===== config.mk =====
export PLATFORM = sky130hd
export DESIGN_NAME = operand_feeder_flat
export DESIGN_NICKNAME = d
export VERILOG_FILES = /design/src/rtl/feeder_pkg.sv /design/src/rtl/operand_feeder_if.sv /design/src/rtl/key_debounce.sv /design/src/rtl/operand_feeder.sv /design/src/flat_wrapper.sv
export SDC_FILE = /design/constraint.sdc
export NUM_CORES = 1
export LEC_CHECK = 0
export CAP_MARGIN = 20
export CORE_MARGIN = 3
export CORE_UTILIZATION = 50
export CTS_BUF_LIST = sky130_fd_sc_hd__clkbuf_2
export CTS_CLUSTER_SIZE = 8
export DETAILED_ROUTE_END_ITERATION = 10
export PLACE_DENSITY_LB_ADDON = 0.05
export SYNTH_ARGS = -nofsm -noshare
export SYNTH_HDL_FRONTEND = slang
export SYNTH_HIERARCHICAL = 1
export SYNTH_SLANG_ARGS = --single-unit

===== constraint.sdc =====
create_clock -name clock -period 1.9 [get_ports clock]
set_input_delay 0.38 -clock clock [delete_from_list [all_inputs] [get_ports clock]]
set_output_delay 0.38 -clock clock [all_outputs]
set_load 0.02 [all_outputs]

===== src/rtl/feeder_pkg.sv =====
// Shared defaults and width helpers for the operand feeder slice.
// The helpers let each module size its counters from its own parameters.
package feeder_pkg;

    localparam int FEEDER_DATA_W          = 8;
    localparam int FEEDER_DEBOUNCE_CYCLES = 50000;
    localparam int FEEDER_FIFO_DEPTH      = 4;

    // Counter width for the debounce counter, which only needs to reach cycles-1.
    function automatic int debounce_cnt_w(input int cycles);
        return (cycles > 1) ? $clog2(cycles) : 1;
    endfunction

    function automatic int fifo_count_w(input int depth);
        return $clog2(depth + 1);
    endfunction

    function automatic int fifo_ptr_w(input int depth);
        return (depth > 1) ? $clog2(depth) : 1;
    endfunction

endpackage


===== src/rtl/operand_feeder_if.sv =====
// Valid/ready operand stream from the feeder to the accumulator.
// The master side is the feeder; the slave side is the consumer.
interface operand_feeder_if
    import feeder_pkg::*;
#(
    parameter int DATA_W = FEEDER_DATA_W
) ();

    logic [DATA_W-1:0] out_data;
    logic              out_valid;
    logic              out_ready;

    modport master (
        output out_data,
        output out_valid,
        input  out_ready
    );

    modport slave (
        input  out_data,
        input  out_valid,
        output out_ready
    );

endinterface


===== src/rtl/key_debounce.sv =====
// Synchronises and debounces the raw active-low pushbutton.
// Emits a one-cycle press strobe per debounced 1->0 transition.
module key_debounce
    import feeder_pkg::*;
#(
    parameter  int DEBOUNCE_CYCLES = FEEDER_DEBOUNCE_CYCLES,
    localparam int CNT_W           = debounce_cnt_w(DEBOUNCE_CYCLES)
) (
    input  logic clock,
    input  logic reset,
    input  logic i_key_n,
    output logic o_press
);

    localparam logic [CNT_W-1:0] CNT_LAST = CNT_W'(DEBOUNCE_CYCLES - 1);

    logic             r_key_s1;
    logic             r_key_s;
    logic             r_key_db;
    logic             r_key_db_d1;
    logic [CNT_W-1:0] r_cnt;
    logic             w_differ;
    logic             w_settled;

    // Two-flop synchroniser; reset parks it at the released level.
    always_ff @(posedge clock) begin
        if (!reset) begin
            r_key_s1 <= 1'b1;
            r_key_s  <= 1'b1;
        end else begin
            r_key_s1 <= i_key_n;
            r_key_s  <= r_key_s1;
        end
    end

    assign w_differ  = (r_key_s != r_key_db);
    assign w_settled = w_differ && (r_cnt == CNT_LAST);

    // Any return to the debounced level restarts the stability count.
    always_ff @(posedge clock) begin
        if (!reset) begin
            r_cnt       <= '0;
            r_key_db    <= 1'b1;
            r_key_db_d1 <= 1'b1;
        end else begin
            r_key_db_d1 <= r_key_db;
            if (w_settled) begin
                r_key_db <= r_key_s;
                r_cnt    <= '0;
            end else if (w_differ) begin
                r_cnt <= r_cnt + CNT_W'(1);
            end else begin
                r_cnt <= '0;
            end
        end
    end

    assign o_press = r_key_db_d1 & ~r_key_db;

endmodule


===== src/rtl/operand_feeder.sv =====
// Turns a bouncy pushbutton plus switch operand into queued single-shot
// operand transfers on a show-ahead valid/ready stream.
module operand_feeder
    import feeder_pkg::*;
#(
    parameter  int DATA_W          = FEEDER_DATA_W,
    parameter  int DEBOUNCE_CYCLES = FEEDER_DEBOUNCE_CYCLES,
    parameter  int FIFO_DEPTH      = FEEDER_FIFO_DEPTH,
    localparam int COUNT_W         = fifo_count_w(FIFO_DEPTH),
    localparam int PTR_W           = fifo_ptr_w(FIFO_DEPTH)
) (
    input  logic               clock,
    input  logic               reset,
    input  logic               key_n,
    input  logic [DATA_W-1:0]  sw_data,
    operand_feeder_if.master   out_if,
    output logic [COUNT_W-1:0] fifo_count,
    output logic               drop_flag
);

    localparam logic [COUNT_W-1:0] COUNT_FULL = COUNT_W'(FIFO_DEPTH);

    logic [DATA_W-1:0]  r_sw_s1;
    logic [DATA_W-1:0]  r_sw_s;
    logic [DATA_W-1:0]  r_mem [FIFO_DEPTH];
    logic [PTR_W-1:0]   r_wr_ptr;
    logic [PTR_W-1:0]   r_rd_ptr;
    logic [COUNT_W-1:0] r_count;
    logic               r_drop;
    logic               w_press;
    logic               w_empty;
    logic               w_full;
    logic               w_pop;
    logic               w_push;

    key_debounce #(
        .DEBOUNCE_CYCLES (DEBOUNCE_CYCLES)
    ) u_key_debounce (
        .clock   (clock),
        .reset   (reset),
        .i_key_n (key_n),
        .o_press (w_press)
    );

    // The operand bus is synchronised alongside the key so the captured value
    // has settled by the time the press strobe arrives.
    always_ff @(posedge clock) begin
        if (!reset) begin
            r_sw_s1 <= '0;
            r_sw_s  <= '0;
        end else begin
            r_sw_s1 <= sw_data;
            r_sw_s  <= r_sw_s1;
        end
    end

    assign w_empty = (r_count == '0);
    assign w_full  = (r_count == COUNT_FULL);
    assign w_pop   = out_if.out_ready && !w_empty;
    assign w_push  = w_press && (!w_full || w_pop);

    always_ff @(posedge clock) begin
        if (w_push) begin
            r_mem[r_wr_ptr] <= r_sw_s;
        end
    end

    // A full queue frees its head slot when the consumer pops in the same cycle.
    always_ff @(posedge clock) begin
        if (!reset) begin
            r_wr_ptr <= '0;
            r_rd_ptr <= '0;
            r_count  <= '0;
            r_drop   <= 1'b0;
        end else begin
            if (w_push) begin
                r_wr_ptr <= r_wr_ptr + PTR_W'(1);
            end
            if (w_pop) begin
                r_rd_ptr <= r_rd_ptr + PTR_W'(1);
            end
            case ({w_push, w_pop})
                2'b10:   r_count <= r_count + COUNT_W'(1);
                2'b01:   r_count <= r_count - COUNT_W'(1);
                default: r_count <= r_count;
            endcase
            if (w_press && !w_push) begin
                r_drop <= 1'b1;
            end
        end
    end

    assign out_if.out_data  = w_empty ? '0 : r_mem[r_rd_ptr];
    assign out_if.out_valid = !w_empty;
    assign fifo_count       = r_count;
    assign drop_flag        = r_drop;

endmodule


===== src/flat_wrapper.sv =====
// flat-port wrapper written by rule: the top's interface ports become plain ports
module operand_feeder_flat import feeder_pkg::*;
#(
    parameter  int DATA_W          = FEEDER_DATA_W,
    parameter  int DEBOUNCE_CYCLES = FEEDER_DEBOUNCE_CYCLES,
    parameter  int FIFO_DEPTH      = FEEDER_FIFO_DEPTH,
    localparam int COUNT_W         = fifo_count_w(FIFO_DEPTH),
    localparam int PTR_W           = fifo_ptr_w(FIFO_DEPTH)
)
  (clock, reset, key_n, sw_data, fifo_count, drop_flag, out_if_out_data, out_if_out_valid, out_if_out_ready);
  operand_feeder_if #(.DATA_W(DATA_W)) out_if_i ();
  input  logic clock;
  input  logic reset;
  input  logic key_n;
  input  logic [DATA_W-1:0] sw_data;
  output logic [COUNT_W-1:0] fifo_count;
  output logic drop_flag;
  output wire logic [$bits(out_if_i.out_data)-1:0] out_if_out_data;
  output wire logic [$bits(out_if_i.out_valid)-1:0] out_if_out_valid;
  input wire logic [$bits(out_if_i.out_ready)-1:0] out_if_out_ready;
  assign out_if_out_data = out_if_i.out_data;
  assign out_if_out_valid = out_if_i.out_valid;
  assign out_if_i.out_ready = out_if_out_ready;
  operand_feeder #(.DATA_W(DATA_W), .DEBOUNCE_CYCLES(DEBOUNCE_CYCLES), .FIFO_DEPTH(FIFO_DEPTH)) u_core (.clock(clock), .reset(reset), .key_n(key_n), .sw_data(sw_data), .out_if(out_if_i), .fifo_count(fifo_count), .drop_flag(drop_flag));
endmodule

* After elaboration in Yosys (flattened, before gate mapping) *
Memories as Yosys holds them, arrays and structs flattened. A register that Yosys moved wholly into a read port is not among the register bits.
Cells that the tools add are included.

storage, ports and cells
  register bits = 44
  RAM bits = 32
  input port bits = 12
  logic and storage cells = 43
  memories kept = 1

memory list
  memory        words  bits a word  read ports  clocked after memory_dff  write ports  RTL line              source
  u_core.r_mem  4      8            1           1                         1            operand_feeder.sv:25  logic [DATA_W-1:0] r_mem [FIFO_DEPTH];

operators by class
  add/subtract/negate cells = 5
  equality and inequality tests = 5
  multiplexer cells = 6
  bitwise gates (word level) = 4
  reductions and logical operators = 11

operator list
  operator                                                            count
  16-bit by 1-bit adder with 16-bit output, second input constant     1
  16-bit == test, second input constant                               1
  8-bit 2-to-1 mux                                                    1
  3-bit case mux with 2 select lines                                  1
  2-bit by 1-bit adder with 2-bit output, second input constant       2
  1-bit logical AND                                                   4
  2-bit 2-to-1 mux                                                    2
  3-bit by 1-bit adder with 3-bit output, second input constant       1
  3-bit == test, second input constant                                1
  1-bit logical NOT                                                   3
  3-bit logical NOT                                                   1
  1-bit NOT                                                           3
  3-bit OR reduction                                                  1
  3-bit by 1-bit subtractor with 3-bit output, second input constant  1
  2-bit by 1-bit == test with 1-bit output, second input constant     1
  2-bit == test, second input constant                                1
  1-bit 2-to-1 mux                                                    2
  2-bit nonzero test                                                  1
  1-bit AND                                                           1
  1-bit logical OR                                                    1
  1-bit != test                                                       1

* Depth between registers and ports, before layout *
Gate-level depths: netlist of the first run.

  depth after elaboration = 7
  mapped depth = 8

* Cells and area by module *
Netlist of the first run, hierarchy kept.

by module, submodules not included
  module          instances  cells an instance  area an instance (µm²)  seq. area each (µm²)
  operand_feeder  1          153                2249.7                  1481.4
  key_debounce    1          90                 910.9                   400.4

* Worst setup path before layout of the first run *
No wires, ideal clock.

  kind = register -> register
  start point = reg u_core.r_count[2] (netlist: u_core/fifo_count[2])
  end point = reg u_core.r_count[2] (netlist: u_core/fifo_count[2])
  library setup time = 0.074 ns
  arrival time = 2.103 ns
  data required time = 1.826 ns
  setup slack = -0.278 ns
  cell stages (with the launch flop) = 9
  cells stage by stage = dfxtp_1 buf_6 nor3_1 inv_1 nand3_1 fa_1 nand2b_1 or3b_1 a31oi_1

between the ends
  cells in the longest elaborated chain, start to end = 7

ends and longest elaborated chain
  what                                                                              RTL line              source
  start: declaration                                                                operand_feeder.sv:28  logic [COUNT_W-1:0] r_count;
  start signal: assignment                                                          operand_feeder.sv:83  2'b10: r_count <= r_count + COUNT_W'(1);
  start signal: assignment                                                          operand_feeder.sv:84  2'b01: r_count <= r_count - COUNT_W'(1);
  start signal: assignment                                                          operand_feeder.sv:85  default: r_count <= r_count;
  3-bit logical NOT *                                                               operand_feeder.sv:57  assign w_empty = (r_count == '0);
  1-bit logical NOT *                                                               -
  named net out_if_out_valid                                                        flat_wrapper.sv:19    output wire logic [$bits(out_if_i.out_valid)-1:0] out_if_out_valid;
  1-bit logical AND *                                                               operand_feeder.sv:59  assign w_pop = out_if.out_ready && !w_empty;
  1-bit logical OR                                                                  operand_feeder.sv:60  assign w_push = w_press && (!w_full || w_pop);
  1-bit logical AND                                                                 operand_feeder.sv:60
  2-bit by 1-bit == test with 1-bit output / 2-bit == test (equally long branches)  operand_feeder.sv:82  case ({w_push, w_pop})
  3-bit case mux with 2 select lines / 2-bit nonzero test (equally long branches)   -

Mark *: on every way through the listed nets, which the timed path passes. The rest lies on a longest branch.
A chain may end at the register's enable or synchronous reset.

==> results of run 1 <==
metal layers:
metal  share of wire, %  track usage (%)  vias to the layer above
met2                 45             22.0                       29
met1                 50             21.5                      838
met3                3.1             3.46                       11
li1                   -                -                      930
met4                1.9             7.77                        0
met5                  0                0                        -
worst reg2reg max path, delay by kind of cell, from the launching register on:
family,cells,cell delay (ns)
compound gates,1,0.15
fa+ha+maj,1,0.21
buf+inv,2,0.19
flops,1,0.38
simple gates,4,0.75
cells in the final DEF (no fill, tap or decap), types with 2 or more instances in the layout:
master,n
a21oi_1,3
mux4_2,8
nand2_1,6
nor3_1,4
nor2b_1,2
clkbuf_2,11
nand2b_1,7
o21ai_0,2
nor4b_1,3
edfxtp_1,32
nor2_1,25
ha_1,5
and2b_1,7
mux2i_1,3
and2_1,16
buf_6,6
dfxtp_2,4
and3_1,4
buf_2,3
clkdlybuf4s50_1,11
nand4_4,3
buf_12,2
inv_1,10
clkinv_4,3
dfxtp_1,42
xor2_1,4
xnor2_1,14
nor4_2,3
nand3_1,7
a31oi_1,2
dlygate4sd2_1,3
buf_4,11
registers in the layout, indices dropped and copies added, names as in the netlist, named ones only:
register,count
u_core/drop_flag,1
u_core/u_key_debounce/r_key_db_d1,1
u_core/fifo_count,3
u_core/u_key_debounce/r_key_s,1
u_core/r_sw_s,8
u_core/u_key_debounce/r_key_db,1
u_core/r_rd_ptr,2
u_core/r_wr_ptr,2
u_core/u_key_debounce/r_cnt,16
u_core/r_mem,32
u_core/u_key_debounce/r_key_s1,1
u_core/r_sw_s1,8
cell type report:
type	count	share of cell area (%)
clock buffer	10	1.36
tap	75	2.56
timing repair buffer	38	9.85
clock inverter	6	1.30
inverter	11	1.13
multi-input combinational	144	32.4
sequential	78	51.4
power breakdown:
part	internal, mW	switching [mW]	total, mW	leakage, nW
clock	0.187	0.570	0.757	0.0625
combinational	0.0362	0.0239	0.0601	0.602
sequential	1.76	0.0102	1.77	0.671
total	1.98	0.604	2.58	1.34
cell families after synthesis:
kind of cell    Yosys count  synth area share [%]
xor+xnor                 18                  4.99
buf+inv                  21                  3.44
fa+ha+maj                 6                  2.61
simple gates             97                  20.0
compound gates           11                  2.41
flops                    78                  59.5
mux                      12                  7.01
timing repair:
item	CTS	global route
gates resized for setup	51	11
hold buffers	0	0
pin swaps	0	1
buffers inserted	0	1
setup endpoints to repair	13	11
worst max path at each step:
stage	from	slack (ns)	to
6_report	register	-0.30	out_if_out_data[4]
5_1_grt	register	-0.45	out_if_out_data[5]
3_5_place_dp	out_if_out_ready	-0.20	u_core/r_mem[2][2]
4_1_cts	register	-0.37	out_if_out_data[5]
3_3_place_gp	out_if_out_ready	-0.19	u_core/r_mem[0][2]
2_1_floorplan	u_core/fifo_count[2]	0.006	u_core/fifo_count[2]
==> run summary, run 1 <==
FFs w/ async S/R, synth -> 0%
Placer Congestion -> 0.729
Synthesized flop and latch total -> 78
Port Buffer Count -> 24
Worst EP required -> 1.52 ns
Routed WL -> 4960 um
Placed cell areas -> 3560 um2
Hold Slack -> 0.413 ns
Gr ovfl total -> 0
Worst Setup Start Kind -> register
Initial DRC count -> 51
Largest net degree at the start of global routing -> 17
CP arrival -> 1.82 ns
Placed cells -> 345
Syn Std Cell Area -> 3160 um2
Fill count -> 512
Worst Hold Depth -> 2
Initial Utilization -> 52.5%
Fraction of layout cells with a size suffix above 1 -> 23.0%
Final ANT Viol Nets -> 0
Count leader, synth -> dfxtp_1
Critical path class -> register to output pin
Worst Path Max Fanout -> 3
Setup Viol. Count Final -> 8
Boundary Pins -> 25
Period utilization -> 116%
Max-cap violations -> 0
Die height -> 85.5 um
Min Tclk post-route -> 2.20 ns
Crit-path slowest cell -> mux4_2
Row count -> 28
Gr usage total -> 15.2%
# nets final -> 300
R2r setup slk -> 0.16 ns
VDD IR-drop max -> 0.499 mV
Worst Hold End -> u_core/r_sw_s1[5]
Ys flop type -> dfxtp_1
Max-slew violations -> 0
Share of the synthesized area in the top cell type -> 30.4%
Outcome -> finished with violations
Die area -> 7310 um2
Hold path start -> sw_data[5]
Synth area leaders -> edfxtp_1 30%, dfxtp_1 29%, mux4_2 5.7%, xnor2_1 3.9%, and2_1 3.2%
Average size of a mapped cell -> 13.0 um2
Fin cells -> 362
Syn nets -> 261
Sequential element share of the synthesized area -> 59.5%
CTS H-tree lvls -> 3
Final worst slack -> -0.296 ns
Die Width -> 85.5 um
Endpoints failing hold -> 0
Initial antenna violation count -> 0
Cell count after synthesis -> 243
Clock latency on the worst-skew pair -> 0.49 ns
Multi-input logic area -> 1190 um2
P_leak -> 1.34 nW
RSZ-0062 raised after global routing -> true
Post-synth top area cell -> edfxtp_1
Reg2reg path depth -> 8
Yosys warning total -> 6
DR WL/cell -> 13.7 um
Clk buf depth -> 2
Post-Route Setup TNS -> -2.28 ns
Reg area -> 1890 um2
First-pass GRT wire length -> 8480 um
Crit-path max cell delay -> 0.48 ns
CP Depth -> 4
Vias in the first global route -> 1690
Crit path cell chain -> buf_4, mux4_2, and2b_1, buf_2
R2R Path End -> u_core/fifo_count[2]
Vias -> 1808
Violated checks -> setup timing
Fmax -> 455 MHz
Final core occ -> 60.9%
Crit-path leading delay family -> multiplexers
Reg-to-Reg Start -> u_core/fifo_count[1]
Inserted Clock Buffers -> 9
Power Dens Cells -> 704 nW/um2
CTS Sinks -> 78
Core Box Area -> 6030 um2
CTS tree -> yes
Vias per cell -> 4.99
Synth top cells by count -> 46 x dfxtp_1, 32 x edfxtp_1, 25 x nor2_1, 16 x and2_1, 14 x xnor2_1
Clk_skew -> 0.0207 ns
Cell variety after synth -> 41
Number of remaining DRC errors -> 0
Post-route cell area -> 3670 um2
Pre-CTS setup slack -> -0.199 ns
Worst-Margin Slew -> 0.471 ns
Ant diodes -> 0
DP HPWL -> 3350 um
Worst setup EP type -> output pin
CTS root buf -> clkbuf_2
Worst Path Buf+Inv -> 2
Relative slew margins -> 68.2%
Pwr Total -> 2.58 mW
Area grow syn2layout -> 16.1%
Post-synth EDFFs -> 32
Worst hold path type -> primary input to register
Drt first pass iters -> 4
Worst-path clk slew -> 0.21 ns
(Power assumes the default switching activity.)
==> inputs of run 2 (changes only) <==
--- a/config.mk
+++ b/config.mk
@@ -5,10 +5,10 @@
 export SDC_FILE = /design/constraint.sdc
 export NUM_CORES = 1
 export LEC_CHECK = 0
-export CAP_MARGIN = 20
+export CAP_MARGIN = 0
 export CORE_MARGIN = 3
 export CORE_UTILIZATION = 50
-export CTS_BUF_LIST = sky130_fd_sc_hd__clkbuf_2
+export CTS_BUF_LIST = sky130_fd_sc_hd__clkbuf_4 sky130_fd_sc_hd__clkbuf_8
 export CTS_CLUSTER_SIZE = 8
 export DETAILED_ROUTE_END_ITERATION = 10
 export PLACE_DENSITY_LB_ADDON = 0.05
==> run summary, run 2 (synthesis gave the netlist of run 1 again) <==
Outcome -> finished with violations (unchanged)
Violated checks -> setup timing (unchanged)
Number of remaining DRC errors -> 0 (unchanged)
Vias in the first global route -> 1677 (was 1690)
Final worst slack -> -0.103 ns (was -0.296 ns)
Die Width -> 85.5 um (unchanged)
Area grow syn2layout -> 18.4% (was 16.1%)
Max-cap violations -> 0 (unchanged)
Fraction of layout cells with a size suffix above 1 -> 20.6% (was 23.0%)
Final ANT Viol Nets -> 0 (unchanged)
Worst Path Max Fanout -> 3 (unchanged)
Initial antenna violation count -> 0 (unchanged)
Switching share of power -> 21.6% (was 23.4%)
CTS root buf -> clkbuf_8 (was clkbuf_2)
Worst EP required -> 1.52 ns (about the same)
Gr usage total -> 15.0% (was 15.2%)
Pre-CTS setup slack -> -0.199 ns (unchanged)
VDD IR-drop max -> 0.513 mV (was 0.499 mV)
P_leak -> 1.36 nW (was 1.34 nW)
Power Dens Cells -> 780 nW/um2 (was 704 nW/um2)
First-pass GRT wire length -> 8410 um (was 8480 um)
Internal Power -> 2.29 mW (was 1.98 mW)
# nets final -> 299 (was 300)
Commonest non-fill, non-tap cell in the layout -> dfxtp_1 (unchanged)
Fill count -> 508 (was 512)
Vias -> 1793 (was 1808)
Reg-to-Reg Start -> u_core/fifo_count[2] (was u_core/fifo_count[1])
Relative slew margins -> 68.5% (was 68.2%)
Hold path start -> u_core/u_key_debounce/r_key_s1 (was sw_data[5])
Endpoints failing hold -> 0 (unchanged)
Clk_skew -> 0.00910 ns (was 0.0207 ns)
Die height -> 85.5 um (unchanged)
Top reg by flops -> u_core/r_mem (unchanged)
DP HPWL -> 3350 um (unchanged)
Most frequent cells in the layout -> 45 x dfxtp_1, 32 x edfxtp_1, 25 x nor2_1 (was 42 x dfxtp_1, 32 x edfxtp_1, 25 x nor2_1)
Drt first pass iters -> 4 (unchanged)
CTS H-tree lvls -> 3 (unchanged)
Top flop regs -> u_core/r_mem x32, u_core/u_key_debounce/r_cnt x16 (unchanged)
Worst setup EP type -> output pin (unchanged)
Initial DRC count -> 42 (was 51)
Ant diodes -> 0 (unchanged)
Critical path class -> register to output pin (unchanged)
RSZ-0062 raised after global routing -> true (unchanged)
Largest net degree at the start of global routing -> 17 (unchanged)
Clock share of power -> 37.5% (was 29.3%)
Hold-fix buffers, CTS -> 0 (unchanged)
Boundary Pins -> 25 (unchanged)
Worst Setup Start Kind -> register (unchanged)
Max FFs per register -> 32 (unchanged)
CTS tree -> yes (unchanged)
Post-CTS setup buffers -> 0 (unchanged)
Comb pwr share -> 2.1% (was 2.3%)
CTS Sinks -> 78 (unchanged)
DR WL/cell -> 13.9 um (was 13.7 um)
Post-route cell area -> 3740 um2 (was 3670 um2)
Placed cell areas -> 3560 um2 (unchanged)
Max-slew violations -> 0 (unchanged)
Inserted Clock Buffers -> 9 (unchanged)
Clock latency on the worst-skew pair -> 0.34 ns (was 0.49 ns)
Worst-Margin Slew -> 0.466 ns (was 0.471 ns)
Routed WL -> 5010 um (was 4960 um)
CP arrival -> 1.62 ns (was 1.82 ns)
Worst-path clk slew -> 0.08 ns (was 0.21 ns)
Port Buffer Count -> 24 (unchanged)
Vias per cell -> 4.97 (was 4.99)
Gr ovfl total -> 0 (unchanged)
Die area -> 7310 um2 (unchanged)
Clk buf depth -> 2 (unchanged)
Core Box Area -> 6030 um2 (unchanged)
Pwr Total -> 2.92 mW (was 2.58 mW)
Fmax -> 499 MHz (was 455 MHz)
Worst hold path type -> register to register (was primary input to register)
Row count -> 28 (unchanged)
Period utilization -> 105% (was 116%)
Min Tclk post-route -> 2.00 ns (was 2.20 ns)
P_sw -> 630 uW (was 604 uW)
Placer Congestion -> 0.729 (unchanged)
Setup Viol. Count Final -> 8 (unchanged)
Initial Utilization -> 52.5% (unchanged)
Sequential fraction of design power -> 60.5% (was 68.4%)
==> run 2: cell count changes in the layout (fill, tap and decap cells not counted), sizes merged <==
cell           delta
dlygate4sd2       +1
clkbuf            -1
buf               -2
clkdlybuf4s50     +1
==> run 2: area by class of cell <==
type,count,area [um2],share of cell area [%]
clock buffer,10,131,3.51
clock inverter,6,47.5,1.27
inverter,11,41.3,1.10
multi-input combinational,144,1190,31.8
sequential,78,1880,50.3
tap,75,93.8,2.51
timing repair buffer,37,357,9.53
==> run 2: per-layer routing <==
metal	vias up	part of all wire [%]	track usage [%]
li1	923	-	-
met1	830	47	21.2
met2	31	46	22.0
met3	9	5.1	3.46
met4	0	2.0	6.91
met5	-	0	0
==> run 2: final timing paths <==
path	end	slack (ns)	depth (start not counted)
min	u_core/u_key_debounce/r_key_s	0.42	1
min reg2reg	u_core/u_key_debounce/r_key_s	0.42	1
max reg2reg	u_core/fifo_count[2]	0.16	8
max	out_if_out_data[4]	-0.10	4
==> run 2: critical path, stage by stage, from the launching register on <==
cell,delay (ns)
dfxtp_2,0.35
buf_4,0.14
mux4_2,0.48
and2b_1,0.16
buf_2,0.15
==> run 2: stage by stage <==
step	cells	util [%]	TNS, ns	hold slack, ns
floorplan	243	-	0	0.386
global placement	345	59.1	-6.99	0.399
detailed placement	345	59.1	-7.53	0.410
CTS	361	61.8	-0.945	0.424
global route	361	62.1	-1.31	0.447
finish	361	62.1	-0.731	0.419
==> run 2: repair_timing <==
action	CTS	global route
resized for setup	46	4
setup endpoints to repair	12	8
hold endpoints to repair	0	0
pin swaps	0	0
==> run 2: power by group through the flow <==
| stage | sequential [mW] | combinational (mW) | clock, mW |
|---|---|---|---|
| after floorplan | 1.80 | 0.0269 | 0 |
| after global routing | 1.77 | 0.0671 | 1.21 |
| after CTS | 1.76 | 0.0616 | 1.13 |
| final | 1.76 | 0.0600 | 1.09 |
| after global placement | 1.80 | 0.0604 | 0 |
| after detailed placement | 1.80 | 0.0615 | 0 |
==> inputs of run 3 (changes only) <==
--- a/config.mk
+++ b/config.mk
@@ -11,6 +11,7 @@
 export CTS_BUF_LIST = sky130_fd_sc_hd__clkbuf_4 sky130_fd_sc_hd__clkbuf_8
 export CTS_CLUSTER_SIZE = 8
 export DETAILED_ROUTE_END_ITERATION = 10
+export HOLD_SLACK_MARGIN = 0.03
 export PLACE_DENSITY_LB_ADDON = 0.05
 export SYNTH_ARGS = -nofsm -noshare
 export SYNTH_HDL_FRONTEND = slang
==> results of run 3 <==
Same layout as run 2: the final DEF is identical, and so are final timing and power.
==> edit 1: new RTL, config.mk and constraints of run 1 <==
Put one more register stage on the output `fifo_count`. The value now appears one clock later. The other outputs are not delayed to match.
--- a/src/rtl/operand_feeder.sv
+++ b/src/rtl/operand_feeder.sv
@@ -94,3 +94,5 @@
     assign out_if.out_valid = !w_empty;
-    assign fifo_count       = r_count;
+    always_ff @(posedge clock) begin
+        fifo_count <= r_count;
+    end
     assign drop_flag        = r_drop;
Check against the original RTL: no difference found for any inputs over 10 cycles, from zero or initial values and one cycle with reset low; that may be too few to reach the edited logic, so the function may still have changed.
==> edit 1 against run 1 <==
  * Sequential cell count grew 3
  * Setup slack got worse by 0.0029 ns
  * Fmax is 0.13% lower
  * Combinational power fell by 1%
  * Global-route usage about the same
  * The flow still finishes with violations (setup timing)
  * Area after synthesis increased by 1.9%
  * Cell area rose by 3.8%
  * Non-clock buffer count rose by 1
  * Sequential share of layout area down 0.23 points
  * Wire length is 2.0% higher
  * Power up 8.5%
  * Utilization grew 1.9 points
  * Sequential power increased by 3%
==> edit 1: results (changes against run 1) <==
[place]
place_area_sq_mm = 0.00361  ; +1.5%
hpwl_um = 3400  ; +1.6%
pre_cts_ws_ns = -0.191  ; +0.00762 ns

[power_and_ir_drop]
pwr-share-comb_pct = 2.1  ; -0.2 points
power_leakage_nw = 1.42  ; +6.6%
clkPwrFrac_pct = 32.7  ; +3.4 points
intPower_mw = 2.17  ; +9.7%

[run_status]
violations = setup timing
status = complete, but fails checks

[sta]
worst_pin_slew_ns = 0.455  ; -0.0152 ns
setup_viol = 8  ; unchanged
holdWs_ns = 0.417  ; +0.00397 ns
timing_hold_violations_final = 0  ; unchanged
tns_ns = -2.22  ; +0.0558 ns
setup_ws_ns = -0.299  ; -0.00288 ns

[synthesis]
synth_area_leaders = dfxtp_1 (30%), edfxtp_1 (30%), mux4_2 (5.6%)
seq_area_frac_synth_pct = 60.3  ; +0.75 points
syn_nets = 264  ; +1.1%
synthTopCellsByCount = dfxtp_1 (49), edfxtp_1 (32), nor2_1 (25)
syn_area_per_cell_sq_um = 13.1  ; +0.66%

[routing]
drtIter0Drc = 99  ; +94%
routed_wl_um = 5050  ; +2.0%
via_per_inst = 5.06  ; +1.4%

[global_routing]
grt.total_usage_pct = 15.2  ; about the same
grt_start_max_net_pins = 17  ; unchanged
grt_pass1_vias = 1800  ; +6.5%

[worst_hold_path]
hold_depth = 2  ; unchanged
holdCritStartpoint = sw_data[6]

[critical_path]
reg2reg_depth = 9  ; +1
rr_endpoint = u_core/r_count[2]
critical_path.endpoint = out_if_out_data[5]
cp_max_fo = 6  ; +3
r2r_slack_ns = 0.12  ; -0.04 ns
reg2reg_from = u_core/r_count[2]

[clock_tree]
cts_buffers = 9  ; unchanged
path_clk_slew_ns = 0.23  ; +0.02 ns

[cells_and_area]
final_cells = 366  ; +1.1%
drive_above_1_share_pct = 23.0  ; +0.028 points
nNetsFinal = 304  ; +1.3%
n_fill_cell = 485  ; -5.3%

edit 1: cell types whose count changed in the layout (fill, tap and decap cells not counted), sizes merged:
cell	delta
clkinv	-1
inv	+2
dlymetal6s2s	+3
dlygate4sd2	-2
bufinv	+1
clkinvlp	-1
buf	+1
clkbuf	-2
dfxtp	+3
edit 1: timing repair:
action / 4_1_cts / 5_1_grt
cloned: 1 / 0
gates resized for setup: 56 / 16
pin swaps: 1 / 4
setup endpoints to repair: 10 / 13
setup buffers: 0 / 1
edit 1: critical path, cell delays in order (launching register included):
cell and delay (ns):
dfxtp_4 0.41, buf_12 0.12, mux4_2 0.49, and2b_1 0.18, buf_6 0.13
edit 1: final cells by class:
class / count / area (sq um) / share of cell area, %
Clock buffer: 9 / 45.0 / 1.18
Clock inverter: 7 / 76.3 / 2.00
Inverter: 11 / 43.8 / 1.15
Multi-Input combinational cell: 144 / 1200 / 31.4
Sequential cell: 81 / 1950 / 51.2
Tap cell: 75 / 93.8 / 2.46
Timing Repair Buffer: 39 / 404 / 10.6
edit 1: routing by layer:
layer  vias to the layer above  wire length [um]  part of all wire [%]  global-route usage (%)
li1                        934                 -                     -                       -
met1                       887              2310                    46                    19.4
met2                        28              2510                    50                    24.7
met3                         4               197                   3.9                    5.13
met4                         0                36                  0.71                    4.67
met5                         -                 0                     0                       0
edit 1: cells by family after synthesis:
family | count (synthesis) | share of synthesized area, %
adders and majority gates | 6 | 2.56
AOI/OAI and AO/OA | 11 | 2.37
muxes | 12 | 6.88
and+or+nand+nor | 97 | 19.6
xor gates and xnor gates | 18 | 4.90
buffers and inverters | 21 | 3.38
DFF | 81 | 60.3
==> edit 2: new RTL, flow settings as in run 1 <==
Made on the original files. `FEEDER_DEBOUNCE_CYCLES`: 50000 -> 200000.
--- a/src/rtl/feeder_pkg.sv
+++ b/src/rtl/feeder_pkg.sv
@@ -5,3 +5,3 @@
     localparam int FEEDER_DATA_W          = 8;
-    localparam int FEEDER_DEBOUNCE_CYCLES = 50000;
+    localparam int FEEDER_DEBOUNCE_CYCLES = 200000;
     localparam int FEEDER_FIFO_DEPTH      = 4;
Behaviour: no difference found for any inputs over 10 cycles, from zero or initial values and one cycle with reset low; that may be too few to reach the edited logic, so the function may still have changed.
==> edit 2 against run 1 <==
  * Cell area grew 3.2%
  * Critical path type unchanged
  * Sequential cell count increased by 2
  * The run still ends with setup timing left
  * Register-to-register slack about the same
  * Power grew 5.8%
  * Clock power rose by 14%
  * Setup slack improved by 0.044 ns
  * Fmax increased by 2.0%
  * Combinational power is 3% lower
  * Via count grew 6.4%
  * Critical path depth unchanged
  * Highest routed layer unchanged
  * Area after synthesis up 2.8%
  * Sequential power is 2% higher
  * Wire length grew 5.0%
==> edit 2: results (changes against run 1) <==
[synthesis]
synth_area_leaders = dfxtp_1 (30%), edfxtp_1 (30%), mux4_2 (5.5%)
syn_nets = 281  ; +7.7%
yosysUniqueCellTypes = 43  ; +4.9%
postSynthCellCount = 263  ; +8.2%
seq_area_frac_synth_pct = 59.2  ; -0.37 points
synthTopCellsByCount = dfxtp_1 (48), edfxtp_1 (32), nor2_1 (23)

[sta]
setup_viol = 8  ; unchanged
fin_skew_ns = 0.0269  ; +0.00618 ns
tns_ns = -1.87  ; +0.406 ns
setup_ws_ns = -0.252  ; +0.0438 ns

[global_routing]
grt_pass1_wl_um = 8940  ; +5.4%
gr-usage-met2_pct = 25.4  ; +3.4 points
grt.total_usage_pct = 15.6  ; +0.40 points
grt_start_max_net_pins = 26  ; +9
grtUsageMet3_pct = 4.56  ; +1.1 points
antenna_found_initial = 0  ; unchanged
use_met1_pct = 19.7  ; -1.8 points
grt_pass1_vias = 1899  ; +12%

[power_and_ir_drop]
power_leakage_nw = 1.36  ; +1.9%
comb_power_mw = 0.0583  ; -3%
peakVddDrop_uv = 783  ; +57%
p_seq_mw = 1.81  ; +2%
intPower_mw = 2.15  ; +8.7%

[routing]
wl_met2_um = 2540  ; +14%
drtIter0Drc = 48  ; -5.9%
routed_wl_um = 5210  ; +5.0%
via_per_inst = 5.04  ; +0.84%
wire_per_inst_um = 13.6  ; -0.49%
met1Wirelength_um = 2450  ; -1.4%
dr_wl_met3_um = 163  ; +5.2%

[cells_and_area]
nNetsFinal = 320  ; +6.7%
drive_above_1_share_pct = 21.5  ; -1.5 points
largestRegisters = u_core/r_mem (32), u_core/u_key_debounce/r_cnt (18)

[run_status]
violations = setup timing
status = complete, but fails checks

[clock_tree]
cts_resized = 57  ; +12%

[critical_path]
cp_max_fo = 4  ; +1
crit_path_max_incr_delay_ns = 0.50  ; +0.02 ns

[place]
hpwl_um = 3650  ; +8.9%
gp_congestion = 0.774  ; +6.2%
dp.cells = 365  ; +5.8%

## edit 2: changes by cell type in the layout (fill, tap and decap cells not counted), sizes merged, moves of 2 or more
cell          run 1  this run
a21oi             3         6
a31o              0         3
inv              12        15
nand2             6         9
nand4             3         6
dfxtp            46        48
nand3             9        11
nor2             26        24
nor3              5         7
nor4              3         5
xnor2            14        12
## edit 2: worst max-delay path: cells and delay by family (launching register included)
kind          cells  cell delay, ns
flops             1            0.39
simple gates      1            0.18
buf+inv           2            0.25
mux               1            0.50
## edit 2: worst paths after layout
path / start / endpoint / slack (ns) / cells past startpoint
worst max register to register: u_core/fifo_count[1] / u_core/fifo_count[2] / 0.16 / 8
worst min register to register: u_core/u_key_debounce/r_key_s1 / u_core/u_key_debounce/r_key_s / 0.45 / 1
worst min-delay path: key_n / u_core/u_key_debounce/r_key_s1 / 0.43 / 2
worst max-delay path: register / out_if_out_data[0] / -0.25 / 4
## edit 2: cell type report
cell class	instances	area, sq um
fillers	495	2310
well taps	75	93.8
clock inverters	5	57.6
clock buffers	11	55.1
multi-input cells	158	1220
flip-flops and latches	80	1930
inverters	14	52.6
repair buffers	39	385
## edit 2: metrics by stage
stage                     hold WS, ns  cell area, sq um  worst slack [ns]
after floorplan                 0.386              3260           0.00597
after global placement          0.389              3640            -0.140
after detailed placement        0.398              3640            -0.151
after CTS                       0.368              3750            -0.311
final                           0.425              3790            -0.252
after global routing            0.352              3790            -0.397
## edit 2: cells by family after synthesis
| kind of cell | after synthesis | share of synthesized area, % |
|---|---|---|
| compound gates | 18 | 3.89 |
| fa+ha+maj | 6 | 2.54 |
| buf+inv | 25 | 4.31 |
| xor+xnor | 17 | 4.58 |
| mux | 12 | 6.82 |
| simple gates | 105 | 18.7 |
| flops | 80 | 59.2 |
